### src/rtl/memory_arbiter_pkg.sv
// memory_arbiter_pkg
// Shared types and constants for the two-port memory arbiter.
//   state_e    : sequencer states (ST_IDLE, ST_ACCESS)
//   PORT_IF    : port id of the instruction-fetch requester (0)
//   PORT_D     : port id of the load/store requester (1)
//   DEF_*_W    : default address / data widths
// Optional feature macro: MEMORY_ARBITER_RR_EN (round-robin on contention).
package memory_arbiter_pkg;

  typedef enum logic {
    ST_IDLE   = 1'b0,
    ST_ACCESS = 1'b1
  } state_e;

  localparam logic PORT_IF = 1'b0;
  localparam logic PORT_D  = 1'b1;

  localparam int DEF_ADDR_W = 32;
  localparam int DEF_DATA_W = 32;

  // The requester that is not 'p'; used to rotate priority.
  function automatic logic other_port(input logic p);
    return ~p;
  endfunction

  // One-hot grant vector (bit index = port id) for a given winner.
  function automatic logic [1:0] onehot_port(input logic p);
    return (p == PORT_D) ? 2'b10 : 2'b01;
  endfunction

endpackage

### src/rtl/memory_arbiter_select.sv
// arb2_select
// Combinational two-way picker used by memory_arbiter.
// Ports:
//   req[1:0]    in  active requests, bit index = port id (PORT_IF / PORT_D)
//   last_winner in  port granted most recently (only consulted in round-robin)
//   grant[1:0]  out one-hot grant, zero when nothing requests
//   winner_id   out port id of the winner (PORT_IF when nothing requests)
// Optional feature macro: MEMORY_ARBITER_RR_EN
//   defined   : on contention the port not granted most recently wins
//   undefined : on contention the data port always wins
module arb2_select
  import memory_arbiter_pkg::*;
(
  input  logic [1:0] req,
  input  logic       last_winner,
  output logic [1:0] grant,
  output logic       winner_id
);

  // Pick a single winner among the active requests.
  always_comb begin
    grant     = 2'b00;
    winner_id = PORT_IF;
    case (req)
      2'b01: begin
        winner_id = PORT_IF;
        grant     = onehot_port(PORT_IF);
      end
      2'b10: begin
        winner_id = PORT_D;
        grant     = onehot_port(PORT_D);
      end
      2'b11: begin
`ifdef MEMORY_ARBITER_RR_EN
        winner_id = other_port(last_winner);
`else
        winner_id = PORT_D;
`endif
        grant = onehot_port(winner_id);
      end
      default: begin
        winner_id = PORT_IF;
        grant     = 2'b00;
      end
    endcase
  end

`ifndef MEMORY_ARBITER_RR_EN
  // Fixed priority ignores history; keep the input visibly consumed.
  logic unused_last_winner_s;
  assign unused_last_winner_s = last_winner;
`endif

endmodule

### src/rtl/memory_arbiter.sv
// memory_arbiter
// Shares one single-port memory (combinational read, write on clock edge)
// between the instruction-fetch port (read-only) and the load/store port.
// A request is granted combinationally in IDLE, latched, performed in the
// following ACCESS cycle, and acknowledged by a registered one-cycle rvalid.
// Ports:
//   clk, reset                 clock, synchronous active-high reset
//   if_req/if_addr             fetch request (held until if_gnt)
//   if_gnt                     fetch accepted this cycle (combinational)
//   if_rvalid/if_rdata         fetch response pulse / fetched word (held)
//   d_req/d_we/d_addr/d_wdata  load/store request (held until d_gnt)
//   d_gnt                      data request accepted this cycle
//   d_rvalid/d_rdata           load data / store completion pulse, load word
//   mem_address/mem_data_in    to memory, driven from the latched request
//   mem_we                     to memory, high only in a store's ACCESS cycle
//   mem_data_out               from memory
// Optional feature macro: MEMORY_ARBITER_RR_EN (round-robin on contention,
// builds the last-winner register). Default build: data over fetch.
module memory_arbiter
  import memory_arbiter_pkg::*;
#(
  parameter int ADDR_W = DEF_ADDR_W,
  parameter int DATA_W = DEF_DATA_W
) (
  input  logic              clk,
  input  logic              reset,
  input  logic              if_req,
  input  logic [ADDR_W-1:0] if_addr,
  output logic              if_gnt,
  output logic              if_rvalid,
  output logic [DATA_W-1:0] if_rdata,
  input  logic              d_req,
  input  logic              d_we,
  input  logic [ADDR_W-1:0] d_addr,
  input  logic [DATA_W-1:0] d_wdata,
  output logic              d_gnt,
  output logic              d_rvalid,
  output logic [DATA_W-1:0] d_rdata,
  output logic [ADDR_W-1:0] mem_address,
  output logic [DATA_W-1:0] mem_data_in,
  output logic              mem_we,
  input  logic [DATA_W-1:0] mem_data_out
);

  state_e             state_r;
  state_e             state_next_s;
  logic               accept_s;
  logic [1:0]         req_s;
  logic [1:0]         grant_s;
  logic               winner_s;
  logic               last_winner_s;

  logic [ADDR_W-1:0]  addr_r;
  logic [DATA_W-1:0]  wdata_r;
  logic               we_r;
  logic               port_r;
  logic [DATA_W-1:0]  if_rdata_r;
  logic [DATA_W-1:0]  d_rdata_r;
  logic               if_rvalid_r;
  logic               d_rvalid_r;

  assign req_s = {d_req, if_req};

  arb2_select u_select (
    .req         (req_s),
    .last_winner (last_winner_s),
    .grant       (grant_s),
    .winner_id   (winner_s)
  );

`ifdef MEMORY_ARBITER_RR_EN
  logic last_winner_r;

  // Remember which port received the most recent grant (fetch after reset).
  always_ff @(posedge clk) begin
    if (reset) begin
      last_winner_r <= PORT_IF;
    end else if (accept_s) begin
      last_winner_r <= winner_s;
    end
  end

  assign last_winner_s = last_winner_r;
`else
  assign last_winner_s = PORT_IF;
`endif

  // Sequencer state register.
  always_ff @(posedge clk) begin
    if (reset) begin
      state_r <= ST_IDLE;
    end else begin
      state_r <= state_next_s;
    end
  end

  // Next state and grant acceptance; grants only from IDLE and never while
  // reset is asserted, since reset would discard the latched request anyway.
  always_comb begin
    state_next_s = state_r;
    accept_s     = 1'b0;
    case (state_r)
      ST_IDLE: begin
        if ((req_s != 2'b00) && !reset) begin
          accept_s     = 1'b1;
          state_next_s = ST_ACCESS;
        end else begin
          accept_s     = 1'b0;
          state_next_s = ST_IDLE;
        end
      end
      ST_ACCESS: begin
        state_next_s = ST_IDLE;
      end
      default: begin
        state_next_s = ST_IDLE;
      end
    endcase
  end

  assign if_gnt = accept_s & grant_s[PORT_IF];
  assign d_gnt  = accept_s & grant_s[PORT_D];

  // Latch the winning request on grant; respond at the end of ACCESS.
  always_ff @(posedge clk) begin
    if (reset) begin
      addr_r      <= {ADDR_W{1'b0}};
      wdata_r     <= {DATA_W{1'b0}};
      we_r        <= 1'b0;
      port_r      <= PORT_IF;
      if_rdata_r  <= {DATA_W{1'b0}};
      d_rdata_r   <= {DATA_W{1'b0}};
      if_rvalid_r <= 1'b0;
      d_rvalid_r  <= 1'b0;
    end else begin
      if_rvalid_r <= 1'b0;
      d_rvalid_r  <= 1'b0;
      if (accept_s) begin
        port_r <= winner_s;
        if (winner_s == PORT_D) begin
          addr_r  <= d_addr;
          we_r    <= d_we;
          wdata_r <= d_wdata;
        end else begin
          // Fetch port is read-only: never carry a write enable or data.
          addr_r  <= if_addr;
          we_r    <= 1'b0;
          wdata_r <= {DATA_W{1'b0}};
        end
      end else if (state_r == ST_ACCESS) begin
        if (port_r == PORT_IF) begin
          if_rvalid_r <= 1'b1;
          if_rdata_r  <= mem_data_out;
        end else begin
          d_rvalid_r <= 1'b1;
          // A store only acknowledges; the last loaded word is kept.
          if (!we_r) begin
            d_rdata_r <= mem_data_out;
          end
        end
      end
    end
  end

  assign mem_address = addr_r;
  assign mem_data_in = wdata_r;
  // Reset in an ACCESS cycle must suppress the pending write.
  assign mem_we      = (state_r == ST_ACCESS) & we_r & ~reset;

  assign if_rvalid = if_rvalid_r;
  assign if_rdata  = if_rdata_r;
  assign d_rvalid  = d_rvalid_r;
  assign d_rdata   = d_rdata_r;

endmodule

### config.mk
export PLATFORM = sky130hd
export DESIGN_NAME = memory_arbiter
export DESIGN_NICKNAME = d
export VERILOG_FILES = /design/src/rtl/memory_arbiter_pkg.sv /design/src/rtl/memory_arbiter_select.sv /design/src/rtl/memory_arbiter.sv
export SDC_FILE = /design/constraint.sdc
export NUM_CORES = 1
export LEC_CHECK = 0
export ABC_AREA = 0
export BUFFER_PORTS_ARGS = -buffer_cell sky130_fd_sc_hd__buf_2
export CAP_MARGIN = 25
export CORE_ASPECT_RATIO = 1.4
export CORE_MARGIN = 3
export CORE_UTILIZATION = 45
export CTS_CLUSTER_DIAMETER = 120
export CTS_CLUSTER_SIZE = 30
export DETAILED_ROUTE_END_ITERATION = 10
export PLACE_DENSITY = 0.83
export SETUP_SLACK_MARGIN = 0.3
export SLEW_MARGIN = 40
export SYNTH_ARGS = -nofsm -noshare
export SYNTH_HDL_FRONTEND = slang
export SYNTH_SLANG_ARGS = --single-unit
### constraint.sdc
create_clock -name clk -period 1.4 [get_ports clk]
set_input_delay 0.28 -clock clk [delete_from_list [all_inputs] [get_ports clk]]
set_output_delay 0.28 -clock clk [all_outputs]
set_load 0.05 [all_outputs]
==> summary.md, run 1 <==
| Metric | Value |
|---|---|
| Status | `did not finish` |
| Halt Stage | `global routing (5_1_grt)` |
| Err | `[ERROR DPL-0038] Utilization greater than 100%, impossible to legalize` |
| Synth cell count leaders | `161 x nand2_1, 133 x dfxtp_1, 128 x a21oi_1, 32 x a211oi_1, 32 x mux2i_1` |
| I/O pin total | `roughly 270` |
| Largest net degree at the start of global routing | `67` |
| Clk sinks | `~130` |
| Starting density of the core | `0.463` |
| Syn_nets | `approximately 720` |
| Die width | `95.6 um` |
| Root Buffer | `clkbuf_16` |
| Flops & latches, synth | `133` |
| Post-synth top area share | `0.526` |
| Total CTS buffers | `17` |
| PortBufs | `between 200 and 300` |
| Row cnt | `45` |
| Asr flop ratio synth | `0` |
| Die height | `131 um` |
| Routability cong. | `~0.8` |
| Gate Count Post-Synth | `a little under 600` |
| Synth area leaders | `dfxtp_1 53%, a21oi_1 13%, nand2_1 12%, mux2i_1 6.3%, a211oi_1 4.8%` |
| Seq/Total Area, Yosys | `0.526` |
| Synthesized area per cell | `8.56 um^2` |
| Yosys warns | `0` |
| Count of different cell masters after synthesis | `24` |
| Most frequent cell after synthesis | `nand2_1` |
| Number of enable flip-flop cells after synthesis | `0` |
| Cell area after synthesis | `roughly 5000 um^2` |
| Buffer levels on the longest clock path | `2` |
| Most common flop cell mapped by yosys | `dfxtp_1` |
| Yosys top cell by area | `dfxtp_1` |
| HPWL after DPL | `~11000 um` |
| Critical endpoint after global-route timing repair | `if_gnt` |
| Number of H-tree levels | `4` |
| Post-CTS Hold Fix Bufs | `0` |
| Worst ep type | `top-level output` |
[cells by family after synthesis]
| family | synth area share |
|---|---|
| AO/OA/AOI/OAI | 0.207 |
| AND/OR/NAND/NOR | 0.147 |
| flip-flops | 0.526 |
| buffers and inverters | 0.0564 |
| multiplexers | 0.0633 |
[timing repair]
| item | 4_1_cts |
|---|---|
| endpoints found under the setup margin | 264 |
| pin swaps | 9 |
| gates resized for setup | 555 |
| endpoints found under the hold margin | 0 |
| setup buffers | 45 |
| cloned | 11 |
[metrics by stage]
stage	cell area (um^2)	cells	util	hold WS [ns]	worst slack, ns
after floorplan	5420	591	-	0.395	-0.141
after global placement	6970	974	0.638	0.438	-0.0619
after detailed placement	6970	974	0.638	0.445	-0.0937
after CTS	9770	1062	0.894	0.0710	-0.302
==> inputs of run 2 (changes only) <==
--- a/config.mk
+++ b/config.mk
@@ -8,14 +8,10 @@
 export ABC_AREA = 0
 export BUFFER_PORTS_ARGS = -buffer_cell sky130_fd_sc_hd__buf_2
 export CAP_MARGIN = 25
-export CORE_ASPECT_RATIO = 1.4
 export CORE_MARGIN = 3
-export CORE_UTILIZATION = 45
-export CTS_CLUSTER_DIAMETER = 120
-export CTS_CLUSTER_SIZE = 30
+export CORE_UTILIZATION = 31
 export DETAILED_ROUTE_END_ITERATION = 10
-export PLACE_DENSITY = 0.83
-export SETUP_SLACK_MARGIN = 0.3
+export PLACE_DENSITY_LB_ADDON = 0.15
 export SLEW_MARGIN = 40
 export SYNTH_ARGS = -nofsm -noshare
 export SYNTH_HDL_FRONTEND = slang
==> summary.md, run 2 <==
| Metric | Value |
|---|---|
| Status | `finished, violations left` |
| Failing checks | `setup timing` |
| # setup viols final | `3` |
| Slew Limit Fails | `0` |
| Final hold violations | `0` |
| Grt total ovfl | `0` |
| Max cap viols | `0` |
| Number of H-tree levels | `4 (unchanged)` |
| Wire per inst | `about 15 um` |
| Starting density of the core | `0.317 (-0.146)` |
| CP max stage cell | `dfxtp_2` |
| Max-slew headroom | `0.572` |
| Buffer levels on the longest clock path | `2 (unchanged)` |
| DP Cell Count | `1036 (+6.4%)` |
| Worst IR drop on VDD | `between 0.0007 and 0.0008 V` |
| Root Buffer | `clkbuf_16` |
| Count of different cell masters after synthesis | `24 (unchanged)` |
| Tmin final | `1.67 ns` |
| HPWL after DPL | `11000 um (+0.26%)` |
| Most frequent cells in the layout | `261 x buf_2, 161 x nand2_1, 132 x dfxtp_1` |
| Critical Path End Type | `primary output` |
| Largest net degree at the start of global routing | `between 60 and 70` |
| Unrepaired setup endpoints after global routing | `yes` |
| CTS tree | `done` |
| Worst hold path class | `input port to flip-flop` |
| Vias in the first global route | `around 4700` |
| Post-Layout Cell Count | `1072` |
| Yosys warns | `0 (unchanged)` |
| Via density per instance | `4.69` |
| Arrival @ worst endpoint | `approximately 1.4 ns` |
| Clk_skew | `between 0.008 and 0.009 ns` |
| Startpoint Class | `flip-flop` |
| Synth cell count leaders | `161 x nand2_1, 133 x dfxtp_1, 128 x a21oi_1, 32 x a211oi_1, 32 x mux2i_1` |
| Remaining antenna violation count | `0` |
| Seq/Total Area, Yosys | `0.526 (unchanged)` |
| Crit path max fanout | `3` |
| Drt drc | `0` |
| I/O pin total | `266 (unchanged)` |
| GR Util All Layers | `0.165` |
| Final setup margin | `-0.267 ns` |
| P_leak | `roughly 0.0034 uW` |
| Layout Nets | `about 1000` |
| Synthesized area per cell | `8.56 um^2 (unchanged)` |
| Worst path required time | `1.12 ns` |
| Die width | `134 um (+40%)` |
| Die height | `134 um (+1.7%)` |
| Gate Count Post-Synth | `591 (unchanged)` |
| Post-CTS Hold Fix Bufs | `0 (unchanged)` |
| Clk sinks | `133 (unchanged)` |
| Crit path buf inv count | `1` |
| Post-synth top area share | `0.526 (unchanged)` |
| CP Cell Sequence | `or2_4 -> nor3b_4 -> buf_6` |
| Most frequent cell after synthesis | `nand2_1` |
| Synth area leaders | `dfxtp_1 53%, a21oi_1 13%, nand2_1 12%, mux2i_1 6.3%, a211oi_1 4.8%` |
| Placeable Area | `roughly 16000 um^2` |
| Fin crit share | `1.19` |
| CP Class | `flip-flop to primary output` |
| Tightest Pin Transition | `around 0.64 ns` |
| Share of cells above drive strength 1 | `0.380` |
| Commonest non-fill, non-tap cell in the layout | `buf_2` |
| Flops & latches, synth | `133 (unchanged)` |
| Cell family with the largest share of critical-path delay | `simple AND/OR/NAND/NOR gates` |
| Row cnt | `46 (+2.2%)` |
| Total CTS buffers | `17 (unchanged)` |
| Fmax | `600 MHz` |
| Iter 0 DRT Violations | `~170` |
| Core Util, Final | `0.461` |
| Setup_tns | `-0.608 ns` |
| Routability cong. | `0.747 (-8.1%)` |
| DR pass1 iterations | `4` |
| Area growth syn-to-layout | `45.3%` |
| Power Dens Cells | `1430 nW/um^2` |
| DRT Wirelength | `roughly 16000 um` |
| Initial antenna violation count | `1` |
| Worst-Skew Late Latency | `around 0.4 ns` |
| PortBufs | `265 (unchanged)` |
| Yosys top cell by area | `dfxtp_1` |
| Via Count | `5027` |
| Clock Pin Slew Worst Setup and Hold Paths | `~0.06 ns` |
| DIE AREA | `between 15000 and 20000 um^2` |
| Cell area after synthesis | `5060 um^2 (unchanged)` |
| Asr flop ratio synth | `0 (unchanged)` |
| First-pass GRT wire length | `23800 um` |
| Number of enable flip-flop cells after synthesis | `0 (unchanged)` |
| Most common flop cell mapped by yosys | `dfxtp_1` |
| Syn_nets | `724 (unchanged)` |
| Max stage delay on crit path | `around 0.31 ns` |
[run 2: routing by layer]
layer / part of all wire / wire length, um / vias to the layer above / track usage
met2: 0.49 / 7600 / 192 / 0.275
met3: 0.072 / 1110 / 19 / 0.0502
li1: - / - / 2520 / -
met4: 0.016 / 247 / 0 / 0.0663
met5: 0 / 0 / - / 0
met1: 0.42 / 6600 / 2296 / 0.200
[run 2: worst paths after layout]
kind | cells past startpoint | end | start | slack, ns
max | 3 | if_gnt | state_r | -0.27
min | 3 | mem_data_in[26] | d_wdata[26] | 0.10
max reg2reg | 5 | mem_address[24] | state_r | 0.09
min reg2reg | 2 | if_rdata[29] | if_rdata[29] | 0.45
[run 2: area by class of cell]
cell class	instances	area, um^2
Fill cell	1607	8590
Sequential cell	133	2660
Multi-Input combinational cell	403	2130
Timing Repair Buffer	288	1670
Clock buffer	22	464
Tap cell	216	270
Clock inverter	9	151
Antenna cell	1	2.50
[run 2: repair_timing]
| item | in CTS | in global routing |
|---|---|---|
| buffers inserted | 1 | 2 |
| pin swaps | 2 | 2 |
| resized for setup | 7 | 6 |
| gates cloned | 0 | 1 |
| setup endpoints to repair | 3 | 29 |
[run 2: report_power, final]
| part | internal [uW] | switching (uW) |
|---|---|---|
| Combinational | 552 | 1250 |
| Clock | 3060 | 1570 |
| Sequential | 3990 | 97.1 |
| Total | 7600 | 2920 |
[run 2: worst register-to-register path: cells and delay by family (launching register included)]
kind | cells | cell delay, ns
AND/OR/NAND/NOR | 2 | 0.37
AO/OA/AOI/OAI | 1 | 0.11
buffers and inverters | 2 | 0.38
flip-flops | 1 | 0.31
[run 2: logic make-up after synthesis]
group | after synthesis | share of synthesized area
compound gates | 193 | 0.207
buf+inv | 55 | 0.0564
flops | 133 | 0.526
mux | 32 | 0.0633
simple gates | 178 | 0.147
[run 2: stage by stage]
stage	setup slack [ns]	power, uW	cell area (um^2)	hold slack [ns]
global placement	-0.0593	5920	6640	0.439
floorplan	-0.142	5380	5080	0.395
global route	-0.333	10900	7350	0.0852
detailed placement	-0.104	5950	6640	0.444
finish	-0.267	10500	7350	0.105
CTS	-0.305	10600	7290	0.0820
No activity file was read; power rests on OpenSTA's default activity.
==> inputs of run 3 (changes only) <==
==> constraint.sdc (replaced) <==
create_clock -name clk -period 1.4 [get_ports clk]
set_input_delay 0.14 -clock clk [delete_from_list [all_inputs] [get_ports clk]]
set_output_delay 0.14 -clock clk [all_outputs]
set_load 0.05 [all_outputs]
==> summary.md, run 3 (same netlist as run 2, synthesis figures left out) <==
| Metric | Value |
|---|---|
| Critical Path End Type | `primary output` |
| Placed Area | `6640 um^2 (-0.11%)` |
| Post-Layout Cell Count | `1136 (+6.0%)` |
| CTS tree | `done` |
| Die width | `134 um (unchanged)` |
| Die height | `134 um (unchanged)` |
| Startpoint Class | `flip-flop` |
| Via density per instance | `4.69 (about the same)` |
| Reg2Reg Depth | `5 (unchanged)` |
| Clk sinks | `133 (unchanged)` |
| Comb power frac | `0.181 (+0.009)` |
| # setup viols final | `3 (unchanged)` |
| Placeable Area | `15900 um^2 (unchanged)` |
| Max cap viols | `0 (unchanged)` |
| First-pass GRT wire length | `26100 um (+9.8%)` |
| Arrival @ worst endpoint | `1.36 ns (-0.03 ns)` |
| Buffer levels on the longest clock path | `2 (unchanged)` |
| Hold Slack | `0.0720 ns (-0.0326 ns)` |
| Remaining antenna violation count | `0 (unchanged)` |
| Max stage delay on crit path | `0.31 ns (about the same)` |
| Critical path depth | `3 (unchanged)` |
| Clock power share | `0.443 (+0.003)` |
| Total CTS buffers | `17 (unchanged)` |
| P_leak | `0.00366 uW (+8.5%)` |
| Vias in the first global route | `5308 (+12%)` |
| Final hold violations | `0 (unchanged)` |
| Area growth syn-to-layout | `58.9%` |
| Tmin final | `1.50 ns (-0.167 ns)` |
| Root Buffer | `clkbuf_16` |
| Worst-Skew Late Latency | `0.41 ns (about the same)` |
| Internal | `7870 uW (+3.7%)` |
| Seq pwr share | `0.377 (-0.011)` |
| Layout Nets | `1041 (+6.7%)` |
| DP Cell Count | `1035 (-0.097%)` |
| Final setup margin | `-0.100 ns (+0.167 ns)` |
| CP Class | `flip-flop to primary output` |
| Hold Path Stages | `3 (unchanged)` |
| Setup_tns | `-0.152 ns (+0.456 ns)` |
| Worst IR drop on VDD | `0.000833 V (+6.7%)` |
| Slew Limit Fails | `0 (unchanged)` |
| Row cnt | `46 (unchanged)` |
| Largest net degree at the start of global routing | `77 (+22%)` |
| Number of H-tree levels | `4 (unchanged)` |
| Final instance area | `8040 um^2 (+9.3%)` |
| Grt total ovfl | `0 (unchanged)` |
| Crit path max fanout | `2 (-1)` |
| DR pass1 iterations | `4 (unchanged)` |
| Failing checks | `setup timing` |
| Fmax | `667 MHz (+11%)` |
| CP max stage cell | `dfxtp_1` |
| Via Count | `5327 (+6.0%)` |
| Most frequent cells in the layout | `261 x buf_2, 161 x nand2_1, 133 x dfxtp_1` |
| Routability cong. | `0.769 (+2.9%)` |
| Iter 0 DRT Violations | `231 (+34%)` |
| Worst hold path class | `input port to flip-flop` |
| Commonest non-fill, non-tap cell in the layout | `buf_2` |
| Diodes inserted | `0 (-1)` |
| Fin crit share | `1.07 (-0.119)` |
| DRT Wirelength | `16300 um (+4.8%)` |
| Initial antenna violation count | `0 (-1)` |
| Tightest Pin Transition | `0.555 ns (-0.0869 ns)` |
| Clock Pin Slew Worst Setup and Hold Paths | `0.06 ns (about the same)` |
| Share of cells above drive strength 1 | `0.353 (-0.0269)` |
| CP Cell Sequence | `or2_4 -> nor3b_4 -> buf_6` |
| Switching pwr | `2970 uW (+1.6%)` |
| I/O pin total | `266 (unchanged)` |
| Status | `finished, violations left` |
| DIE AREA | `17900 um^2 (unchanged)` |
| Sw frac | `0.274 (-0.00399)` |
| Worst path required time | `1.26 ns (+0.14 ns)` |
| Clk_skew | `0.00971 ns (+0.000896 ns)` |
| GR Util All Layers | `0.179 (+0.0140)` |
| Unrepaired setup endpoints after global routing | `yes` |
| Starting density of the core | `0.317 (unchanged)` |
| Crit path buf inv count | `1 (unchanged)` |
| PortBufs | `265 (unchanged)` |
| Cell family with the largest share of critical-path delay | `simple AND/OR/NAND/NOR gates` |
| Max-slew headroom | `0.630 (+0.0580)` |
| Power Dens Cells | `1350 nW/um^2 (-5.7%)` |
| Wire per inst | `14.4 um (-1.1%)` |
| Drt drc | `0 (unchanged)` |
| HPWL after DPL | `11100 um (+0.68%)` |
[run 3: changes by cell type in the layout (fill, tap and decap cells not counted), sizes merged]
cell,delta
dlygate4sd3,+65
clkinv,-3
clkbuf,+2
diode,-1
inv,+1
[run 3: repair_timing]
item,in CTS,in global routing
cloned,0,1
pin swaps,3,2
setup buffers,3,0
endpoints found under the hold margin,97,0
gates resized for setup,9,7
endpoints found under the setup margin,3,23
hold buffers,65,0
[run 3: layer usage]
metal  track usage  wire [um]  up-vias
li1              -          -     2650
met1         0.217       7040     2443
met2         0.296       7720      204
met3        0.0563       1110       30
met4        0.0749        429        0
met5             0          0        -
[run 3: area by class of cell]
cell class	count	area [um^2]
fill	1512	7910
sequential	133	2660
timing repair buffer	353	2320
multi-input combinational	403	2140
clock buffer	24	502
tap	216	270
clock inverter	7	141
[run 3: worst paths after layout]
path	start	end	slack, ns
max	state_r	if_gnt	-0.10
min	if_addr[25]	mem_address[25]	0.07
max reg2reg	state_r	mem_data_in[21]	0.06
min reg2reg	d_rdata[15]	d_rdata[15]	0.45
[run 3: worst register-to-register path, delay by kind of cell (launching register included)]
kind / cells / cell delay [ns]
AOI/OAI and AO/OA: 2 / 0.32
buffers and inverters: 2 / 0.34
DFF: 1 / 0.31
and+or+nand+nor: 1 / 0.24
[run 3: through the flow]
step | utilization | total power [uW] | setup slack [ns]
after floorplan | - | 5370 | -0.0766
after global placement | 0.416 | 5920 | 0.0877
after detailed placement | 0.416 | 5950 | 0.0480
after CTS | 0.500 | 10900 | -0.170
after global routing | 0.504 | 11300 | -0.165
final | 0.504 | 10800 | -0.100
[run 3: power by group through the flow]
stage,Clock [uW],Sequential (uW),Combinational (uW)
after floorplan,0,4810,563
after global placement,0,4160,1760
after detailed placement,0,4160,1790
after CTS,4910,4080,1950
after global routing,5060,4110,2100
final,4800,4080,1960
==> inputs of run 4 (changes only) <==
--- a/config.mk
+++ b/config.mk
@@ -8,7 +8,8 @@
 export ABC_AREA = 0
 export BUFFER_PORTS_ARGS = -buffer_cell sky130_fd_sc_hd__buf_2
 export CAP_MARGIN = 25
-export CORE_MARGIN = 3
+export CELL_PAD_IN_SITES_DETAIL_PLACEMENT = 0
+export CELL_PAD_IN_SITES_GLOBAL_PLACEMENT = 1
 export CORE_UTILIZATION = 31
 export DETAILED_ROUTE_END_ITERATION = 10
 export PLACE_DENSITY_LB_ADDON = 0.15
==> summary.md, run 4 (same netlist as run 2, synthesis figures left out) <==
| Metric | Value |
|---|---|
| Status | `finished, violations left` |
| Failing checks | `setup timing` |
| CP max stage cell | `dfxtp_2` |
| Share of cells above drive strength 1 | `0.354 (+0.00109)` |
| Power Dens Cells | `1330 nW/um^2 (-1.1%)` |
| Die height | `130 um (-3.0%)` |
| Layout Nets | `1041 (unchanged)` |
| PortBufs | `265 (unchanged)` |
| Tightest Pin Transition | `0.746 ns (+0.191 ns)` |
| Max-slew headroom | `0.503 (-0.127)` |
| Final hold violations | `0 (unchanged)` |
| Fin crit share | `1.08 (+0.00971)` |
| HPWL after DPL | `10700 um (-3.0%)` |
| Clk sinks | `133 (unchanged)` |
| Setup_tns | `-0.223 ns (-0.0703 ns)` |
| Placed Area | `6640 um^2 (unchanged)` |
| Final setup margin | `-0.114 ns (-0.0136 ns)` |
| Worst-Skew Late Latency | `0.41 ns (about the same)` |
| Reg2Reg Depth | `5 (unchanged)` |
| Iter 0 DRT Violations | `205 (-11%)` |
| Vias in the first global route | `4936 (-7.0%)` |
| Buffer levels on the longest clock path | `2 (unchanged)` |
| Fmax | `661 MHz (-0.90%)` |
| Critical Path End Type | `primary output` |
| Arrival @ worst endpoint | `1.37 ns (about the same)` |
| Clock Pin Slew Worst Setup and Hold Paths | `0.06 ns (about the same)` |
| Hold Path Stages | `3 (unchanged)` |
| Row cnt | `46 (unchanged)` |
| CP Class | `flip-flop to primary output` |
| Die width | `130 um (-3.0%)` |
| Via Count | `5264 (-1.2%)` |
| Starting density of the core | `0.318 (+0.00115)` |
| Max cap viols | `0 (unchanged)` |
| Remaining antenna violation count | `0 (unchanged)` |
| Largest net degree at the start of global routing | `69 (-10%)` |
| DR pass1 iterations | `4 (unchanged)` |
| Unrepaired setup endpoints after global routing | `yes` |
| Cell family with the largest share of critical-path delay | `simple AND/OR/NAND/NOR gates` |
| CTS tree | `done` |
| Final instance area | `8000 um^2 (-0.50%)` |
| Drt drc | `0 (unchanged)` |
| Wire per inst | `14.1 um (-1.8%)` |
| Startpoint Class | `flip-flop` |
| GR Util All Layers | `0.187 (+0.00787)` |
| DRT Wirelength | `16000 um (-1.8%)` |
| Routability cong. | `0.744 (-3.3%)` |
| Number of H-tree levels | `4 (unchanged)` |
| Worst IR drop on VDD | `0.000791 V (-5.1%)` |
| Most frequent cells in the layout | `261 x buf_2, 161 x nand2_1, 132 x dfxtp_1` |
| Area growth syn-to-layout | `58.1%` |
| First-pass GRT wire length | `24300 um (-6.8%)` |
| Clk_skew | `0.00776 ns (-0.00195 ns)` |
| Worst path required time | `1.26 ns (about the same)` |
| Slew Limit Fails | `0 (unchanged)` |
| Crit path buf inv count | `1 (unchanged)` |
| Critical path depth | `3 (unchanged)` |
| DIE AREA | `16800 um^2 (-5.9%)` |
| Placeable Area | `15900 um^2 (-0.36%)` |
| Root Buffer | `clkbuf_16` |
| # setup viols final | `2 (-1)` |
| Initial antenna violation count | `0 (unchanged)` |
| Worst hold path class | `input port to flip-flop` |
| CP Cell Sequence | `or2_4 -> nor3b_4 -> buf_6` |
| Total CTS buffers | `17 (unchanged)` |
| Crit path max fanout | `2 (unchanged)` |
| Commonest non-fill, non-tap cell in the layout | `buf_2` |
| Grt total ovfl | `0 (unchanged)` |
| Via density per instance | `4.63 (-1.2%)` |
| I/O pin total | `266 (unchanged)` |
| Max stage delay on crit path | `0.31 ns (about the same)` |
| Tmin final | `1.51 ns (+0.0136 ns)` |
| Diodes inserted | `0 (unchanged)` |
| P_leak | `0.00364 uW (-0.47%)` |
| Hold Slack | `0.0646 ns (-0.00742 ns)` |
[run 4: cell types whose count changed in the layout (fill, tap and decap cells not counted), sizes merged]
cell	delta
clkinv	+3
clkbuf	-2
inv	-1
[run 4: per-layer routing]
layer  wire (um)  up-vias  track usage
met5           0        -            0
met3        1140       22       0.0627
met1        6860     2403        0.217
li1            -     2646            -
met4         330        0       0.0793
met2        7680      193        0.316
[run 4: per-stage QoR]
stage          setup slack, ns  power (uW)   util  instances
2_1_floorplan          -0.0766        5370      -        591
3_3_place_gp             0.106        5920  0.418       1035
3_5_place_dp            0.0557        5950  0.418       1035
4_1_cts                 -0.162       10800  0.500       1133
5_1_grt                 -0.189       11100  0.503       1136
6_report                -0.114       10700  0.503       1136
[run 4: final cells by class]
class	instances	area [um^2]
Clock buffer	22	464
Clock inverter	9	151
Fill cell	1573	7890
Multi-Input combinational cell	403	2140
Sequential cell	133	2660
Tap cell	216	270
Timing Repair Buffer	353	2310
[run 4: power breakdown]
part / internal (uW) / total (uW) / leakage, uW / switching (uW)
logic: 671 / 1960 / 0.00226 / 1290
registers: 3990 / 4080 / 0.00109 / 93.7
clock network: 3060 / 4630 / 0.000300 / 1580
total: 7710 / 10700 / 0.00364 / 2960
[run 4: path summary, 6_finish.rpt]
kind / from / end / slack (ns)
setup / recovery: state_r / if_gnt / -0.11
hold / removal: if_addr[7] / mem_address[7] / 0.06
setup reg to reg: state_r / mem_data_in[9] / 0.07
hold reg to reg: if_rdata[20] / if_rdata[20] / 0.45
[run 4: timing repair]
item / CTS / global route
endpoints found under the setup margin: 3 / 33
hold endpoints to repair: 97 / 0
buffers inserted: 2 / 2
pin swaps: 3 / 4
cloned: 0 / 1
gates resized for setup: 7 / 7
hold buffers: 65 / 0
[run 4: worst reg2reg max path, cell delays in order, from the launching register on]
cell	delay, ns
dfxtp_2	0.31
or2_4	0.23
buf_4	0.16
buf_6	0.18
o21ai_0	0.22
a21oi_1	0.09
